### src/rtl/salu_instr_pkg.sv
// Shared types and constants for the SALU instruction issue unit.
// Holds the issue state encoding and the fetch address stride.
package salu_instr_pkg;

    typedef enum logic [1:0] {
        ST_IDLE,
        ST_FETCH,
        ST_HALT
    } issue_state_e;

    localparam int INSTR_STRIDE = 4;

endpackage

### src/rtl/valid_intr.sv
// Valid-only instruction channel toward the SOP/SOPK decoders.
// The sink has no ready; backpressure travels on a separate stall line.
interface valid_intr;

    logic        valid;
    logic [31:0] data;

    modport master (output valid, output data);
    modport slave  (input  valid, input  data);

endinterface

### src/rtl/salu_issue_fifo.sv
// Synchronous prefetch FIFO with flush and occupancy count.
// Pointers carry one extra wrap bit so full and empty need no counter.
module salu_issue_fifo #(
    parameter  int DEPTH = 4,
    parameter  int W     = 32,
    localparam int AW    = $clog2(DEPTH),
    localparam int CW    = AW + 1
) (
    input  logic          clk,
    input  logic          rst_n,
    input  logic          flush,
    input  logic          push,
    input  logic [W-1:0]  push_data,
    input  logic          pop,
    output logic [W-1:0]  head,
    output logic          empty,
    output logic [CW-1:0] count
);

    logic [CW-1:0] wptr;
    logic [CW-1:0] rptr;
    logic          full;
    logic [W-1:0]  mem [DEPTH];

    assign empty = (wptr == rptr);
    assign full  = (wptr[AW] != rptr[AW]) &&
                   (wptr[AW-1:0] == rptr[AW-1:0]);
    assign count = wptr - rptr;
    assign head  = mem[rptr[AW-1:0]];

    always_ff @(posedge clk or negedge rst_n) begin
        if (!rst_n) begin
            wptr <= '0;
            rptr <= '0;
        end else if (flush) begin
            wptr <= '0;
            rptr <= '0;
        end else begin
            if (push && !full)
                wptr <= wptr + CW'(1);
            if (pop && !empty)
                rptr <= rptr + CW'(1);
        end
    end

    always_ff @(posedge clk) begin
        if (push && !full && !flush)
            mem[wptr[AW-1:0]] <= push_data;
    end

endmodule

### src/rtl/salu_instr_issue.sv
// SALU fetch/issue front end: credit-limited prefetch into a small FIFO.
// Optional perf counters are enabled with SALU_ISSUE_PERF_EN.
module salu_instr_issue
    import salu_instr_pkg::*;
#(
    parameter int FIFO_DEPTH = 4,
    parameter int ADDR_W     = 32
) (
    input  logic              clk,
    input  logic              rst_n,
    input  logic              start,
    input  logic [ADDR_W-1:0] start_pc,
    input  logic              redirect_valid,
    input  logic [ADDR_W-1:0] redirect_pc,
    input  logic              halt_req,
    input  logic              issue_stall,
    output logic              imem_req_valid,
    output logic [ADDR_W-1:0] imem_req_addr,
    input  logic              imem_req_ready,
    input  logic              imem_rsp_valid,
    input  logic [31:0]       imem_rsp_data,
    valid_intr.master         instr,
    output logic              busy
`ifdef SALU_ISSUE_PERF_EN
    ,
    output logic [31:0]       perf_issued,
    output logic [31:0]       perf_stall
`endif
);

    localparam int            CW         = $clog2(FIFO_DEPTH) + 1;
    localparam logic [CW:0]   CREDIT_MAX = (CW+1)'(FIFO_DEPTH);

    issue_state_e      state;
    issue_state_e      state_nx;
    logic [ADDR_W-1:0] pc;
    logic [CW-1:0]     outstanding;
    logic [CW-1:0]     discard_cnt;
    logic [CW-1:0]     fifo_count;
    logic [31:0]       fifo_head;
    logic              fifo_empty;
    logic [CW:0]       credit;
    logic              in_fetch;
    logic              go_halt;
    logic              go_redir;
    logic              flush;
    logic              req_fire;
    logic              rsp_fire;
    logic              push;
    logic              pop;
    logic              start_ok;

    assign in_fetch = (state == ST_FETCH);
    assign start_ok = (state == ST_IDLE) && start;
    assign go_halt  = in_fetch && halt_req;
    assign go_redir = in_fetch && redirect_valid && !halt_req;
    assign flush    = go_halt || go_redir || (state == ST_HALT);
    assign credit   = {1'b0, outstanding} + {1'b0, fifo_count};

    // Never request more than the FIFO can still absorb.
    assign imem_req_valid = in_fetch && !redirect_valid && !halt_req &&
                            (credit < CREDIT_MAX);
    assign imem_req_addr  = pc;
    assign req_fire       = imem_req_valid && imem_req_ready;
    assign rsp_fire       = imem_rsp_valid && (outstanding != '0);
    assign push           = rsp_fire && in_fetch && !flush &&
                            (discard_cnt == '0);
    assign pop            = in_fetch && !flush && !fifo_empty && !issue_stall;
    assign busy           = (state != ST_IDLE);

    always_comb begin
        state_nx = state;
        unique case (state)
            ST_IDLE:  if (start) state_nx = ST_FETCH;
            ST_FETCH: if (halt_req) state_nx = ST_HALT;
            ST_HALT:  if (outstanding == '0) state_nx = ST_IDLE;
            default:  state_nx = ST_IDLE;
        endcase
    end

    always_ff @(posedge clk or negedge rst_n) begin
        if (!rst_n)
            state <= ST_IDLE;
        else
            state <= state_nx;
    end

    always_ff @(posedge clk or negedge rst_n) begin
        if (!rst_n)
            pc <= '0;
        else if (start_ok)
            pc <= start_pc;
        else if (go_redir)
            pc <= redirect_pc;
        else if (req_fire)
            pc <= pc + ADDR_W'(INSTR_STRIDE);
    end

    always_ff @(posedge clk or negedge rst_n) begin
        if (!rst_n)
            outstanding <= '0;
        else
            outstanding <= outstanding + CW'(req_fire) - CW'(rsp_fire);
    end

    // Responses already in flight at a redirect belong to the old path.
    always_ff @(posedge clk or negedge rst_n) begin
        if (!rst_n)
            discard_cnt <= '0;
        else if (go_redir)
            discard_cnt <= outstanding - CW'(rsp_fire);
        else if (go_halt || state != ST_FETCH)
            discard_cnt <= '0;
        else if (rsp_fire && discard_cnt != '0)
            discard_cnt <= discard_cnt - CW'(1);
    end

    salu_issue_fifo #(
        .DEPTH (FIFO_DEPTH),
        .W     (32)
    ) u_fifo (
        .clk       (clk),
        .rst_n     (rst_n),
        .flush     (flush),
        .push      (push),
        .push_data (imem_rsp_data),
        .pop       (pop),
        .head      (fifo_head),
        .empty     (fifo_empty),
        .count     (fifo_count)
    );

    always_ff @(posedge clk or negedge rst_n) begin
        if (!rst_n) begin
            instr.valid <= 1'b0;
            instr.data  <= '0;
        end else begin
            instr.valid <= pop;
            if (pop)
                instr.data <= fifo_head;
        end
    end

`ifdef SALU_ISSUE_PERF_EN
    always_ff @(posedge clk or negedge rst_n) begin
        if (!rst_n) begin
            perf_issued <= '0;
            perf_stall  <= '0;
        end else if (start_ok) begin
            perf_issued <= '0;
            perf_stall  <= '0;
        end else begin
            if (instr.valid)
                perf_issued <= perf_issued + 32'd1;
            if (!fifo_empty && issue_stall)
                perf_stall <= perf_stall + 32'd1;
        end
    end
`endif

endmodule

### src/flat_wrapper.sv
// flat-port wrapper written by rule: the top's interface ports become plain ports
module salu_instr_issue_flat import salu_instr_pkg::*;
#(
    parameter int FIFO_DEPTH = 4,
    parameter int ADDR_W     = 32
)
  (clk, rst_n, start, start_pc, redirect_valid, redirect_pc, halt_req, issue_stall, imem_req_valid, imem_req_addr, imem_req_ready, imem_rsp_valid, imem_rsp_data, busy, instr_valid, instr_data);
  valid_intr instr_i ();
  input  logic clk;
  input  logic rst_n;
  input  logic start;
  input  logic [ADDR_W-1:0] start_pc;
  input  logic redirect_valid;
  input  logic [ADDR_W-1:0] redirect_pc;
  input  logic halt_req;
  input  logic issue_stall;
  output logic imem_req_valid;
  output logic [ADDR_W-1:0] imem_req_addr;
  input  logic imem_req_ready;
  input  logic imem_rsp_valid;
  input  logic [31:0] imem_rsp_data;
  output logic busy;
  output wire logic [$bits(instr_i.valid)-1:0] instr_valid;
  output wire logic [$bits(instr_i.data)-1:0] instr_data;
  assign instr_valid = instr_i.valid;
  assign instr_data = instr_i.data;
  salu_instr_issue #(.FIFO_DEPTH(FIFO_DEPTH), .ADDR_W(ADDR_W)) u_core (.clk(clk), .rst_n(rst_n), .start(start), .start_pc(start_pc), .redirect_valid(redirect_valid), .redirect_pc(redirect_pc), .halt_req(halt_req), .issue_stall(issue_stall), .imem_req_valid(imem_req_valid), .imem_req_addr(imem_req_addr), .imem_req_ready(imem_req_ready), .imem_rsp_valid(imem_rsp_valid), .imem_rsp_data(imem_rsp_data), .instr(instr_i), .busy(busy));
endmodule
### config.mk
export PLATFORM = sky130hd
export DESIGN_NAME = salu_instr_issue_flat
export DESIGN_NICKNAME = d
export VERILOG_FILES = /design/src/rtl/salu_instr_pkg.sv /design/src/rtl/valid_intr.sv /design/src/rtl/salu_issue_fifo.sv /design/src/rtl/salu_instr_issue.sv /design/src/flat_wrapper.sv
export SDC_FILE = /design/constraint.sdc
export NUM_CORES = 1
export LEC_CHECK = 0
export BUFFER_PORTS_ARGS = -buffer_cell sky130_fd_sc_hd__buf_2
export CORE_MARGIN = 3
export CORE_UTILIZATION = 35
export CTS_BUF_LIST = sky130_fd_sc_hd__clkbuf_4 sky130_fd_sc_hd__clkbuf_8 sky130_fd_sc_hd__clkbuf_16
export DETAILED_ROUTE_END_ITERATION = 7
export GPL_TIMING_DRIVEN = 0
export PLACE_DENSITY = 0.55
export RECOVER_POWER = 100
export SYNTH_ARGS = -nofsm -noshare
export SYNTH_HDL_FRONTEND = slang
export SYNTH_SLANG_ARGS = --single-unit
### constraint.sdc
create_clock -name clk -period 13.3 [get_ports clk]
set_input_delay 1.33 -clock clk [delete_from_list [all_inputs] [get_ports clk]]
set_output_delay 1.33 -clock clk [all_outputs]
set_load 0.03 [all_outputs]
Word-level counts from Yosys, hierarchy flattened
Memory sizes are Yosys's and may differ from the RTL's. A register that Yosys moved wholly into a read port is not among the register bits.
Cells that the tools add are included.

storage, ports and cells
  RAM bits = 128
  output and inout port bits = 67
  memories = 1
  register bits after elaboration = 47
  input port bits = 104
  word-level logic and storage cells = 84

operators by class
  order comparisons = 1
  add/sub/neg operators = 9
  reductions and logical operators = 41
  equality and inequality tests = 9
  mux-type cells = 16

memory list
  name               depth  width  read ports  clocked after memory_dff  write ports  RTL line               RTL
  u_core.u_fifo.mem  4      32     1           1                         1            salu_issue_fifo.sv:23  logic [W-1:0] mem [DEPTH];

operator list
  operator                 number
  $mux W32                 3
  $add A32 B3 Y32 const B  1
  $mux W3                  7
  $logic_and A1 B1 Y1      20
  $reduce_bool A3 Y1       4
  $logic_not A1 Y1         7
  $add A3 B1 Y3 const B    2
  $logic_not A3 Y1         2
  $mux W2                  3
  $ne A2 B2 Y1 const B     3
  $pmux W2 S3              1
  $reduce_bool A2 Y1       3
  $sub A3 B1 Y3            2
  $add A3 B3 Y4            1
  $lt A4 B3 Y1 const B     1
  $add A3 B1 Y3            1
  $eq A3 B3 Y1             1
  $logic_or A1 B1 Y1       3
  $reduce_and A3 Y1        1
  $sub A3 B1 Y3 const B    1
  $sub A3 B3 Y3            1
  $eq A2 B1 Y1 const B     1
  $eq A2 B2 Y1             1
  $eq A2 B2 Y1 const B     1
  4 further kinds          5

Depth between registers and ports, before layout
Gate-level depths: netlist of the first run.

  depth after elaboration = 12
  depth in mapped cells = 15
  gate-level depth less buffers = 14

Modules after synthesis
From an unflattened synthesis of the first run, not the netlist that was laid out.

second synthesis, totals
  cells, all modules = 644
  area, all modules = 9308.9 sq um

by module, submodules not included
  module            area each (sq um)  cells each  instances  sequential area each (sq um)
  salu_issue_fifo   5178.7             230         1          3993.8
  salu_instr_issue  4130.2             414         1          1826.8

Worst setup path before layout of the first run
No wires, ideal clock.

  path type = input to register
  from = in redirect_valid
  to = mem u_core.u_fifo.mem[3][0] (enable)
  stages = 3
  data required time = 12.835 ns
  path slack = 8.570 ns
  arrival = 4.265 ns
  path buffers = 0
  cell sequence = nor4b_1 -> o211ai_1 -> nor3_1

between the ends
  word-level cells in the longest chain between the ends = 11

ends and longest elaborated chain
  what                                RTL line                                       RTL
  start, declared                     flat_wrapper.sv:13                             input logic redirect_valid;
  $logic_and A1 B1 Y1 * (2 in a row)  salu_instr_issue.sv:56                         assign go_redir = in_fetch && redirect_valid && !halt_req;
  $logic_or A1 B1 Y1 * (2 in a row)   salu_instr_issue.sv:57                         assign flush = go_halt || go_redir || (state == ST_HALT);
  $logic_not A1 Y1 *                  salu_issue_fifo.sv:47, salu_instr_issue.sv:66
  $logic_and A1 B1 Y1 (2 in a row)    salu_instr_issue.sv:66                         assign push = rsp_fire && in_fetch && !flush &&
  $logic_and A1 B1 Y1                 salu_issue_fifo.sv:47                          if (push && !full && !flush)
  $logic_and A1 B1 Y1 *               salu_issue_fifo.sv:47
  $mux W1 *                           salu_issue_fifo.sv:47
  $mux W1 (implied by the code) *     salu_issue_fifo.sv:48                          mem[wptr[AW-1:0]] <= push_data;
  end, declared                       salu_issue_fifo.sv:23

Every way passes the cells marked *; elsewhere a longest branch is shown, timed or not.

==> results of run 1 <==
placed cells by master (no fill, tap or decap), drive strengths merged, types with 3 or more instances in the layout:
cell	netlist	final
a31oi	5	5
o22ai	4	4
nor4	3	3
xor2	14	14
nor2b	3	3
xnor2	8	8
nand4	13	13
nand3	15	15
a211oi	6	6
mux2	32	32
dfrtp	79	79
o211ai	5	5
a41oi	4	4
a222oi	4	4
nand2	35	35
buf	9	75
clkinv	0	4
clkbuf	23	174
mux4	32	32
inv	17	17
nor2	35	35
o21ai	27	27
edfxtp	128	128
ha	16	16
a21oi	33	33
nor3	11	11
a22oi	13	13
o31ai	4	4
and2	5	5
state kept, by name (all words and copies together), names as in the netlist:
signal / flops
u_core.u_fifo.mem: 128
u_core.discard_cnt: 3
u_core.u_fifo.rptr: 3
u_core.instr.valid: 1
u_core.instr.data: 32
u_core.imem_req_addr: 32
u_core.outstanding: 3
u_core.u_fifo.wptr: 3
u_core.state: 2
layout make-up:
cell class | instances | area [um^2]
Timing Repair Buffer | 178 | 756
Buffer | 32 | 126
Multi-Input combinational cell | 354 | 2910
Sequential cell | 207 | 5820
Clock buffer | 39 | 763
Inverter | 17 | 63.8
Tap cell | 324 | 405
Fill cell | 2353 | 13800
Clock inverter | 5 | 75.1
worst max-delay path by stage:
stage	from	endpoint	slack, ns	cells past startpoint
after floorplan	redirect_valid	u_core.u_fifo.mem[3][0]	8.57	3
after global placement	redirect_valid	u_core.u_fifo.mem[3][6]	5.90	4
after detailed placement	u_core.u_fifo.rptr[1]	u_core.outstanding[2]	8.75	15
after CTS	u_core.u_fifo.rptr[1]	imem_req_valid	8.21	10
after global routing	rst_n	u_core.u_fifo.rptr[2]	7.20	2
final	rst_n	u_core.u_fifo.rptr[2]	8.14	2
metrics by stage:
stage          cell area [um^2]  hold WS, ns
5_1_grt                   10900        0.501
6_report                  10900        0.490
2_1_floorplan              8970        0.475
4_1_cts                   11200        0.490
3_5_place_dp              10400        0.477
3_3_place_gp              10200        0.465
worst register-to-register path, delay by kind of cell, from the launching register on:
kind	cells	cell delay, ns
xor gates and xnor gates	3	0.46
adders and majority gates	4	1.39
buffers and inverters	6	1.89
DFF	1	0.34
and+or+nand+nor	2	0.55
power groups by stage:
stage          clock, uW  combinational (uW)  sequential [uW]
6_report             669                 611              895
5_1_grt              719                 669              911
4_1_cts              692                 646              891
3_5_place_dp           0                 644              903
3_3_place_gp           0                 639              901
2_1_floorplan          0                 269             1050
logic make-up (layout without fill, tap and decap cells):
kind of cell / Yosys count / count (layout) / share of synthesized area
buffers and inverters: 49 / 271 / 0.0240
AO/OA/AOI/OAI: 117 / 117 / 0.0848
multiplexers: 65 / 65 / 0.122
XOR/XNOR: 22 / 22 / 0.0215
flip-flops: 207 / 207 / 0.649
adder cells (fa/ha/maj): 18 / 18 / 0.0268
AND/OR/NAND/NOR: 132 / 132 / 0.0720
layer usage:
layer	global-route usage	part of all wire
met5	0	0.00087
met4	0.0434	0.026
met2	0.289	0.49
met3	0.0445	0.077
met1	0.207	0.41
==> metrics.txt, run 1 <==
Setup Skew=0.0175 ns; Finish-stage setup viols=0; fin crit period=5.16 ns; total gr overflow=0; CTS H-tree depth=1; reg2reg path depth=15; hold crit path type=reg -> reg; fin cells=1156; Routability Congestion=0.875; Hold Startpoint=u_core.instr.data[27]; drt wl/cell=20.0 um; Syn Nets=732; register share of total power=0.412; CP max stage delay=2.66 ns; Switching Power=781 uW; CP arrival=4.93 ns; DP Cell Count=1112; initial antenna violation count=1; Ports=171; Initial Util=0.362; most used cell, CP=clkbuf_1; most common cell in the netlist=edfxtp_1; Reg-to-Reg End=u_core.outstanding[2]; status=finished, violations left; Post-CTS Setup Inserts=0; Avg Cell Area, Syn=14.7 um^2; # nets final=936; Diodes inserted=0; I/O Buffers=170; Top Family by Delay on Critical Path=buffers and inverters; die area=27600 um^2; largest net degree at the start of global routing=60; design internal power=1390 uW; Fin. Hold Viols=0; Required @ worst endpoint=13.07 ns; Max FO, Critical Path=59; Peak VDD IR=0.117 mV; row count=57; Synth top cells by count=edfxtp_1, dfrtp_1, nand2_1, nor2_1, a21oi_1; RSZ-0062 raised after global routing=no; post-route setup slack=8.14 ns; Post-synth EDFFs=128; Hold Crit Endpoint=u_core.instr.data[27]; die height=166 um; R2R Setup Slk=8.54 ns; unique cell type count in the Yosys netlist=54; Worst Hold Depth=1; Vias per Instance=5.23; Cell Area, Synth=8970 um^2; Resized cells post-CTS=0; Logic pwr share=0.281; CTS tree=yes; fmax=194 MHz; Die Wd=166 um; clk_lat worst skew=0.53 ns; pwr dens=199 nW/um^2; # clock sinks=207; Synth Register Bits=207; total of max-cap violations=5; post-synthesis sequential area ratio=0.649; Leakage=0.00403 uW; total CTS buffers=24; first-pass GRT wire length=36300 um; total design power=2180 uW; all-layer global routing usage=0.166; crit path max-delay cell type=clkbuf_1; dpl hpwl=16000 um; CTS Root Cell=clkbuf_16; setup_tns=0 ns; number of global-route vias before repair=6276; Slew Limit Fails=146; hold buffers post-CTS=0; slew margin rel.=-1.46; via count=6051; Crit. End Element=async pin; Slew @ Worst Pin=3.69 ns; synth top area cells=edfxtp_1, dfrtp_1, mux4_2; CP Cell Sequence=clkbuf_1 > clkbuf_1; Synth Flop Type=edfxtp_1; drt initial violations=397; Setup CP Type=in -> async; r2r startpoint=u_core.u_fifo.rptr[1]; Post-Synthesis Cells=610; fraction of layout cells with a size suffix above 1=0.219; final core occ=0.441; CP Buf/Inv Count=2; startpoint class of the critical path=input pin; Area Overhead vs Synth=21.8%; Yosys top cell by area=edfxtp_1; core footprint=24700 um^2; clk buf depth=3; part of the cycle the worst path needs=0.388; drt drc=0; Sw Ratio=0.359; async set-reset flop share out of synthesis=0.382; Place WS=8.75 ns; register clock-pin slew on the reported worst setup and hold paths=0.06 ns; post-synth top area share=0.429; drt pass-1 iters=5; failing checks=capacitance limit, slew limit; Ys Warns=0; clock power share=0.307; Routed WL=23100 um; ANT nets after route=0
No activity file was read; power rests on OpenSTA's default activity.
==> inputs of run 2 (changes only) <==
- ABC_AREA: unset -> 1
- PLACE_DENSITY: 0.55 -> 0.54
- clock period: 13.3 -> 5.2 ns (I/O delays scaled with it)
==> run 2 against run 1 <==
  * The flow still finishes with violations (capacitance limit, slew limit)
  * Critical path type is now reg -> reg
  * Global-route usage rose by 2.0 points
  * Utilization fell by 1.1 points
  * First-iteration DRC count rose by 24%
  * Clock power rose to 2.6 times the previous value
  * Synthesized cell count rose by 66%
  * Sequential share of layout area fell by 3.3 points
  * Worst setup slack got worse by 7.2 ns
  * Largest power group unchanged
==> metrics.txt, run 2 <==
row count=60 (was 57); register clock-pin slew on the reported worst setup and hold paths=0.06 ns (about the same); drt wl/cell=17.7 um (was 20.0 um); Synth Area in XOR/XNOR=0.0108 (was 0.0215); Ports=171 (unchanged); Cell Area, Synth=9640 um^2 (was 8970 um^2); design internal power=3570 uW (was 1390 uW); Cell Area, Placed=11100 um^2 (was 10400 um^2); CP arrival=4.60 ns (was 4.93 ns); ANT nets after route=0 (unchanged); Resized cells post-CTS=0 (unchanged); Top Family by Delay on Critical Path=buffers and inverters (unchanged); clk buf depth=3 (unchanged); simple-gate share of the synthesized area=0.201 (was 0.0720); Area Overhead vs Synth=20.8% (was 21.8%); Synth Flop Type=edfxtp_1 (unchanged); Setup CP Type=reg -> reg (was in -> async); post-synthesis mux area share=0.00117 (was 0.122); Synth top cells by count=nor2_1, nand2_1, edfxtp_1 (was edfxtp_1, dfrtp_1, nand2_1, nor2_1, a21oi_1); startpoint class of the critical path=register (was input pin); Post-Synthesis Cells=1010 (was 610); Fin. Hold Viols=0 (unchanged); Yosys top cell by area=edfxtp_1 (unchanged); fin crit period=4.21 ns; Adder-Cell Fraction of Synth Area=0.0249 (was 0.0268); Slew Limit Fails=58 (was 146); Avg Cell Area, Syn=9.54 um^2 (was 14.7 um^2); post-route cell area=11600 um^2 (was 10900 um^2); setup_tns=0 ns (unchanged); Syn Nets=1132 (was 732); largest family of logic cells by synthesized area=simple AND/OR/NAND/NOR gates (was multiplexers); Peak VDD IR=0.263 mV (was 0.117 mV); status=finished, violations left (unchanged); fraction of layout cells with a size suffix above 1=0.124 (was 0.219); CP Buf/Inv Count=6 (was 2); most frequent cells in the layout=nor2_1, nand2_1, clkbuf_1, edfxtp_1, o21ai_0 (was clkbuf_1, edfxtp_1, dfrtp_1, buf_2); die height=172 um (was 166 um); CP Cell Sequence=clkbuf_1 > clkinv_1 > clkbuf_1 > fa_1 > xor2_1 > ha_1 > inv_1 > nand2_1 > nor2_2 > nand3_1 > nand2_1 > clkinvlp_2 > clkbuf_1 > a21oi_1 > a21oi_1 (was clkbuf_1 > clkbuf_1); Post-synth EDFFs=128 (unchanged); Synth Register Bits=207 (unchanged); CTS tree=yes (unchanged); RSZ-0062 raised after global routing=no (unchanged); drt initial violations=492 (was 397); post-synthesis sequential area ratio=0.604 (was 0.649); core footprint=27000 um^2 (was 24700 um^2); Logic pwr share=0.315 (was 0.281); initial antenna violation count=2 (was 1); Post-CTS Setup Inserts=0 (unchanged); slew margin rel.=-0.0896 (was -1.46); Leakage=0.00487 uW (was 0.00403 uW); filler cell count=2738 (was 2353); Finish-stage setup viols=0 (unchanged); number of global-route vias before repair=7503 (was 6276); pwr dens=502 nW/um^2 (was 199 nW/um^2); clock power share=0.299 (was 0.307); dpl hpwl=19200 um (was 16000 um); Vias per Instance=4.89 (was 5.23); crit path max-delay cell type=fa_1 (was clkbuf_1); synth top area cells=edfxtp_1, dfrtp_1, nor2_1 (was edfxtp_1, dfrtp_1, mux4_2); multi-input logic area=3310 um^2 (was 2910 um^2); Ys Warns=0 (unchanged); clk_lat worst skew=0.54 ns (was 0.53 ns); # nets final=1334 (was 936); # clock sinks=207 (unchanged); commonest non-fill, non-tap cell in the layout=nor2_1 (was clkbuf_1); total of max-cap violations=1 (was 5); Max FO, Critical Path=11 (was 59); most common cell in the netlist=nor2_1 (was edfxtp_1); first-pass GRT wire length=42600 um (was 36300 um); max FFs per register=128 (unchanged); failing checks=capacitance limit, slew limit (unchanged); register share of total power=0.387 (was 0.412); via count=7684 (was 6051); Sw Ratio=0.388 (was 0.359); Diodes inserted=0 (unchanged); CP max stage delay=0.50 ns (was 2.66 ns); Synth Area in Compound Gates=0.107 (was 0.0848); CTS H-tree depth=1 (unchanged); total CTS buffers=24 (unchanged); die area=29600 um^2 (was 27600 um^2); all-layer global routing usage=0.186 (was 0.166); unique cell type count in the Yosys netlist=40 (was 54); Routed WL=27800 um (was 23100 um); hold buffers post-CTS=1 (was 0); I/O Buffers=170 (unchanged); register area=5820 um^2 (unchanged); Slew @ Worst Pin=1.63 ns (was 3.69 ns); Initial Util=0.357 (was 0.362); Routability Congestion=0.871 (was 0.875); Setup Skew=0.0306 ns (was 0.0175 ns); fmax=237 MHz; hold crit path type=in -> reg (was reg -> reg); most used cell, CP=clkbuf_1 (unchanged); largest net degree at the start of global routing=58 (was 60); part of the cycle the worst path needs=0.810; Crit. End Element=register (was async pin); Required @ worst endpoint=5.59 ns (was 13.07 ns); post-synth top area share=0.399 (was 0.429); async set-reset flop share out of synthesis=0.382 (unchanged); Die Wd=172 um (was 166 um); total gr overflow=0 (unchanged); drt pass-1 iters=5 (unchanged); Switching Power=2270 uW (was 781 uW); drt drc=0 (unchanged); CTS Root Cell=clkbuf_16 (unchanged)
==> run 2: routing by layer <==
metal | GRT usage | share of wire | vias up
met1 | 0.242 | 0.44 | 3599
li1 | - | - | 3800
met4 | 0.0455 | 0.019 | 4
met3 | 0.0348 | 0.065 | 39
met2 | 0.324 | 0.48 | 242
met5 | 0 | 0.0013 | -
==> run 2: worst paths after layout <==
| path | depth (start not counted) | from | to | slack, ns |
|---|---|---|---|---|
| max | 15 | u_core.u_fifo.rptr[1] | u_core.imem_req_addr[7] | 0.99 |
| min | 3 | start_pc[0] | u_core.imem_req_addr[0] | 0.22 |
| max reg2reg | 15 | u_core.u_fifo.rptr[1] | u_core.imem_req_addr[7] | 0.99 |
| min reg2reg | 2 | u_core.imem_req_addr[0] | u_core.imem_req_addr[0] | 0.49 |
| max in group asynchronous | 3 | rst_n | u_core.instr.data[2] | 2.10 |
| min in group asynchronous | 2 | rst_n | u_core.imem_req_addr[24] | 0.84 |
==> run 2: cell families after synthesis <==
family / after synthesis
and+or+nand+nor: 471
DFF: 207
AOI/OAI and AO/OA: 193
buffers and inverters: 109
adders and majority gates: 18
xor gates and xnor gates: 11
muxes: 1
==> run 2: stage by stage <==
stage	hold WS [ns]	total power [uW]	std cells	utilization	setup slack, ns
after floorplan	0.224	3550	1010	-	1.90
after global placement	0.465	4180	1521	0.404	0.148
after detailed placement	0.456	4210	1526	0.409	1.70
after CTS	0.166	5970	1571	0.441	1.44
after global routing	0.222	6220	1571	0.431	0.661
final	0.220	5840	1571	0.431	0.987
==> run 2: area by class of cell <==
class / count / area share
clock buffer: 33 / 0.0611
buffer: 45 / 0.0162
inverter: 64 / 0.0208
tap: 341 / 0.0367
sequential: 207 / 0.500
clock inverter: 11 / 0.0114
multi-input combinational: 694 / 0.284
timing repair buffer: 176 / 0.0691
==> run 2: tightest hold or removal path, cell delays in order <==
cell,delay (ns)
buf_2,0.07
nand2_1,0.04
nand3_1,0.07
==> run 2: power by group through the flow <==
stage | clock (uW) | sequential (uW) | combinational, uW
4_1_cts | 1790 | 2250 | 1940
6_report | 1740 | 2260 | 1840
3_5_place_dp | 0 | 2280 | 1930
3_3_place_gp | 0 | 2270 | 1910
2_1_floorplan | 0 | 2570 | 980
5_1_grt | 1860 | 2290 | 2070
==> inputs of run 3 (changes only) <==
- PLACE_DENSITY: 0.54 -> 0.56
- clock period: 5.2 -> 3.6 ns (I/O delays scaled with it)
==> run 3 against run 2 <==
  * The flow still finishes with violations (capacitance limit, slew limit)
  * Utilization is 0.070 points higher
  * Clock power increased by 39%
  * Count of clock-buffer cells in the layout increased by 6
  * Cell count unchanged
  * Sequential power rose by 44%
  * Total power up 43%
  * Die area stayed put
  * Sequential share of layout area is 0.081 points lower
  * Final area up 0.16%
  * Routed wire length grew 1.2%
  * Non-clock buffer count did not move
  * Clock skew shrank 0.0044 ns
  * Critical endpoint is now imem_req_valid
==> metrics.txt, run 3 (synthesis gave the netlist of run 2 again) <==
status=finished, violations left (unchanged); failing checks=capacitance limit, slew limit (unchanged); CP arrival=3.03 ns (was 4.60 ns); met3 routed WL=2330 um (was 1810 um); post-route setup slack=0.214 ns (was 0.987 ns); # nets final=1334 (unchanged); fin cells=1571 (unchanged); Area Overhead vs Synth=20.9% (was 20.8%); CTS H-tree depth=1 (unchanged); Peak VDD IR=0.361 mV (was 0.263 mV); Finish-stage setup viols=0 (unchanged); fraction of layout cells with a size suffix above 1=0.132 (was 0.124); max FFs per register=128 (unchanged); met2 WL=13400 um (was 13300 um); Die Wd=172 um (unchanged); die height=172 um (unchanged); dpl hpwl=19200 um (about the same); drt initial violations=602 (was 492); fin crit period=3.39 ns; reg2reg path depth=14 (was 15); largest net degree at the start of global routing=54 (was 58); clk_lat worst skew=0.53 ns (was 0.54 ns); hold crit path type=in -> reg (unchanged); all-layer global routing usage=0.187 (was 0.186); CTS tree=yes (unchanged); Min Hold Slack=0.0610 ns (was 0.220 ns); Initial Util=0.357 (unchanged); drt wl/cell=17.9 um (was 17.7 um); most frequent cells in the layout=nor2_1, nand2_1, edfxtp_1, clkbuf_1, o21ai_0 (was nor2_1, nand2_1, clkbuf_1, edfxtp_1, o21ai_0); total gr overflow=0 (unchanged); I/O Buffers=170 (unchanged); Worst setup endpoint=imem_req_valid (was u_core.imem_req_addr[7]); DP Cell Count=1526 (unchanged); Slew Limit Fails=27 (was 58); WL met1=11900 um (was 12200 um); multi-input logic area=3320 um^2 (was 3310 um^2); filler cell count=2692 (was 2738); Fin. Hold Viols=0 (unchanged); part of the cycle the worst path needs=0.940; Required @ worst endpoint=3.24 ns (was 5.59 ns); Reg-to-Reg End=u_core.imem_req_addr[4] (was u_core.imem_req_addr[7]); register clock-pin slew on the reported worst setup and hold paths=0.06 ns (about the same); ANT nets after route=0 (unchanged); top sig layer=met5 (unchanged); CP max stage delay=0.43 ns (was 0.50 ns); slew margin rel.=-0.146 (was -0.0896); clk buf depth=3 (unchanged); drt pass-1 iters=5 (unchanged); die area=29600 um^2 (unchanged); Top Family by Delay on Critical Path=buffers and inverters (unchanged); Ports=171 (unchanged); register area=5820 um^2 (unchanged); Post-CTS Setup Inserts=0 (unchanged); most used cell, CP=buf_2 (was clkbuf_1); pwr dens=718 nW/um^2 (was 502 nW/um^2); initial antenna violation count=1 (was 2); Setup CP Type=reg -> out (was reg -> reg); crit path max-delay cell type=fa_1 (unchanged); r2r startpoint=u_core.u_fifo.rptr[1] (unchanged); drt drc=0 (unchanged); total CTS buffers=24 (unchanged); Routed WL=28100 um (was 27800 um); number of global-route vias before repair=7543 (was 7503); CP Buf/Inv Count=5 (was 6); total of max-cap violations=1 (unchanged); CP Cell Sequence=buf_2 > clkinv_1 > buf_2 > fa_1 > xor2_1 > ha_1 > inv_1 > nand2_1 > nor3b_1 > buf_2 (was clkbuf_1 > clkinv_1 > clkbuf_1 > fa_1 > xor2_1 > ha_1 > inv_1 > nand2_1 > nor2_2 > nand3_1 > nand2_1 > clkinvlp_2 > clkbuf_1 > a21oi_1 > a21oi_1); fmax=295 MHz; startpoint class of the critical path=register (unchanged); Diodes inserted=0 (unchanged); RSZ-0062 raised after global routing=no (unchanged); core footprint=27000 um^2 (unchanged); Vias per Instance=4.97 (was 4.89); via count=7811 (was 7684); Setup Skew=0.0262 ns (was 0.0306 ns); first-pass GRT wire length=42500 um (was 42600 um); row count=60 (unchanged); Crit path depth=10 (was 15); crit path launch=u_core.u_fifo.rptr[1] (unchanged); R2R Setup Slk=0.27 ns (was 0.99 ns); CTS Root Cell=clkbuf_16 (unchanged); Leakage=0.00489 uW (was 0.00487 uW); Slew @ Worst Pin=1.72 ns (was 1.63 ns); Routability Congestion=0.896 (was 0.871); # clock sinks=207 (unchanged); Max FO, Critical Path=11 (unchanged); Crit. End Element=output port (was register); Place WS=0.0895 ns (was 1.70 ns); commonest non-fill, non-tap cell in the layout=nor2_1 (unchanged)
==> run 3: worst min-delay path, cell delays in order <==
cell and delay, ns:
buf_2 0.08, nand2_1 0.04, nand3_1 0.07
==> run 3: report_power, final <==
| part | switching [uW] | internal (uW) |
|---|---|---|
| clock | 948 | 1470 |
| combinational | 1910 | 783 |
| sequential | 391 | 2870 |
==> run 3: cell type report <==
type | instances | area share
inverter | 64 | 0.0208
timing repair buffer | 176 | 0.0712
sequential | 207 | 0.499
multi-input combinational | 694 | 0.285
clock inverter | 5 | 0.00623
buffer | 45 | 0.0180
clock buffer | 39 | 0.0628
tap | 341 | 0.0366
==> run 3: how the worst min path moves through the flow <==
stage	from	to	slack [ns]	cells after the start
5_1_grt	start_pc[0]	u_core.imem_req_addr[0]	0.06	3
4_1_cts	imem_rsp_data[19]	u_core.u_fifo.mem[2][19]	0.02	1
2_1_floorplan	rst_n	u_core.discard_cnt[0]	0.06	0
6_report	start_pc[0]	u_core.imem_req_addr[0]	0.06	3
3_5_place_dp	rst_n	u_core.imem_req_addr[0]	0.32	1
3_3_place_gp	u_core.imem_req_addr[1]	u_core.imem_req_addr[1]	0.46	2
==> run 3: through the flow <==
step,TNS [ns],instance area [um^2],power [uW],util
after global routing,0,11700,8900,0.431
final,0,11700,8360,0.431
after CTS,0,11900,8540,0.439
after global placement,-178.68,10900,6030,0.404
after floorplan,0,9640,5130,-
after detailed placement,0,11100,6090,0.409
==> run 3: metal layers <==
metal,track usage,up-vias
met5,0,-
met4,0.0458,2
met3,0.0389,42
met2,0.324,298
met1,0.240,3664
li1,-,3805
==> run 3: timing repair <==
item | 4_1_cts | 5_1_grt
hold buffers | 1 | 0
gates resized for setup | 1 | 1
endpoints found under the hold margin | 26 | 0
endpoints found under the setup margin | 1 | 2
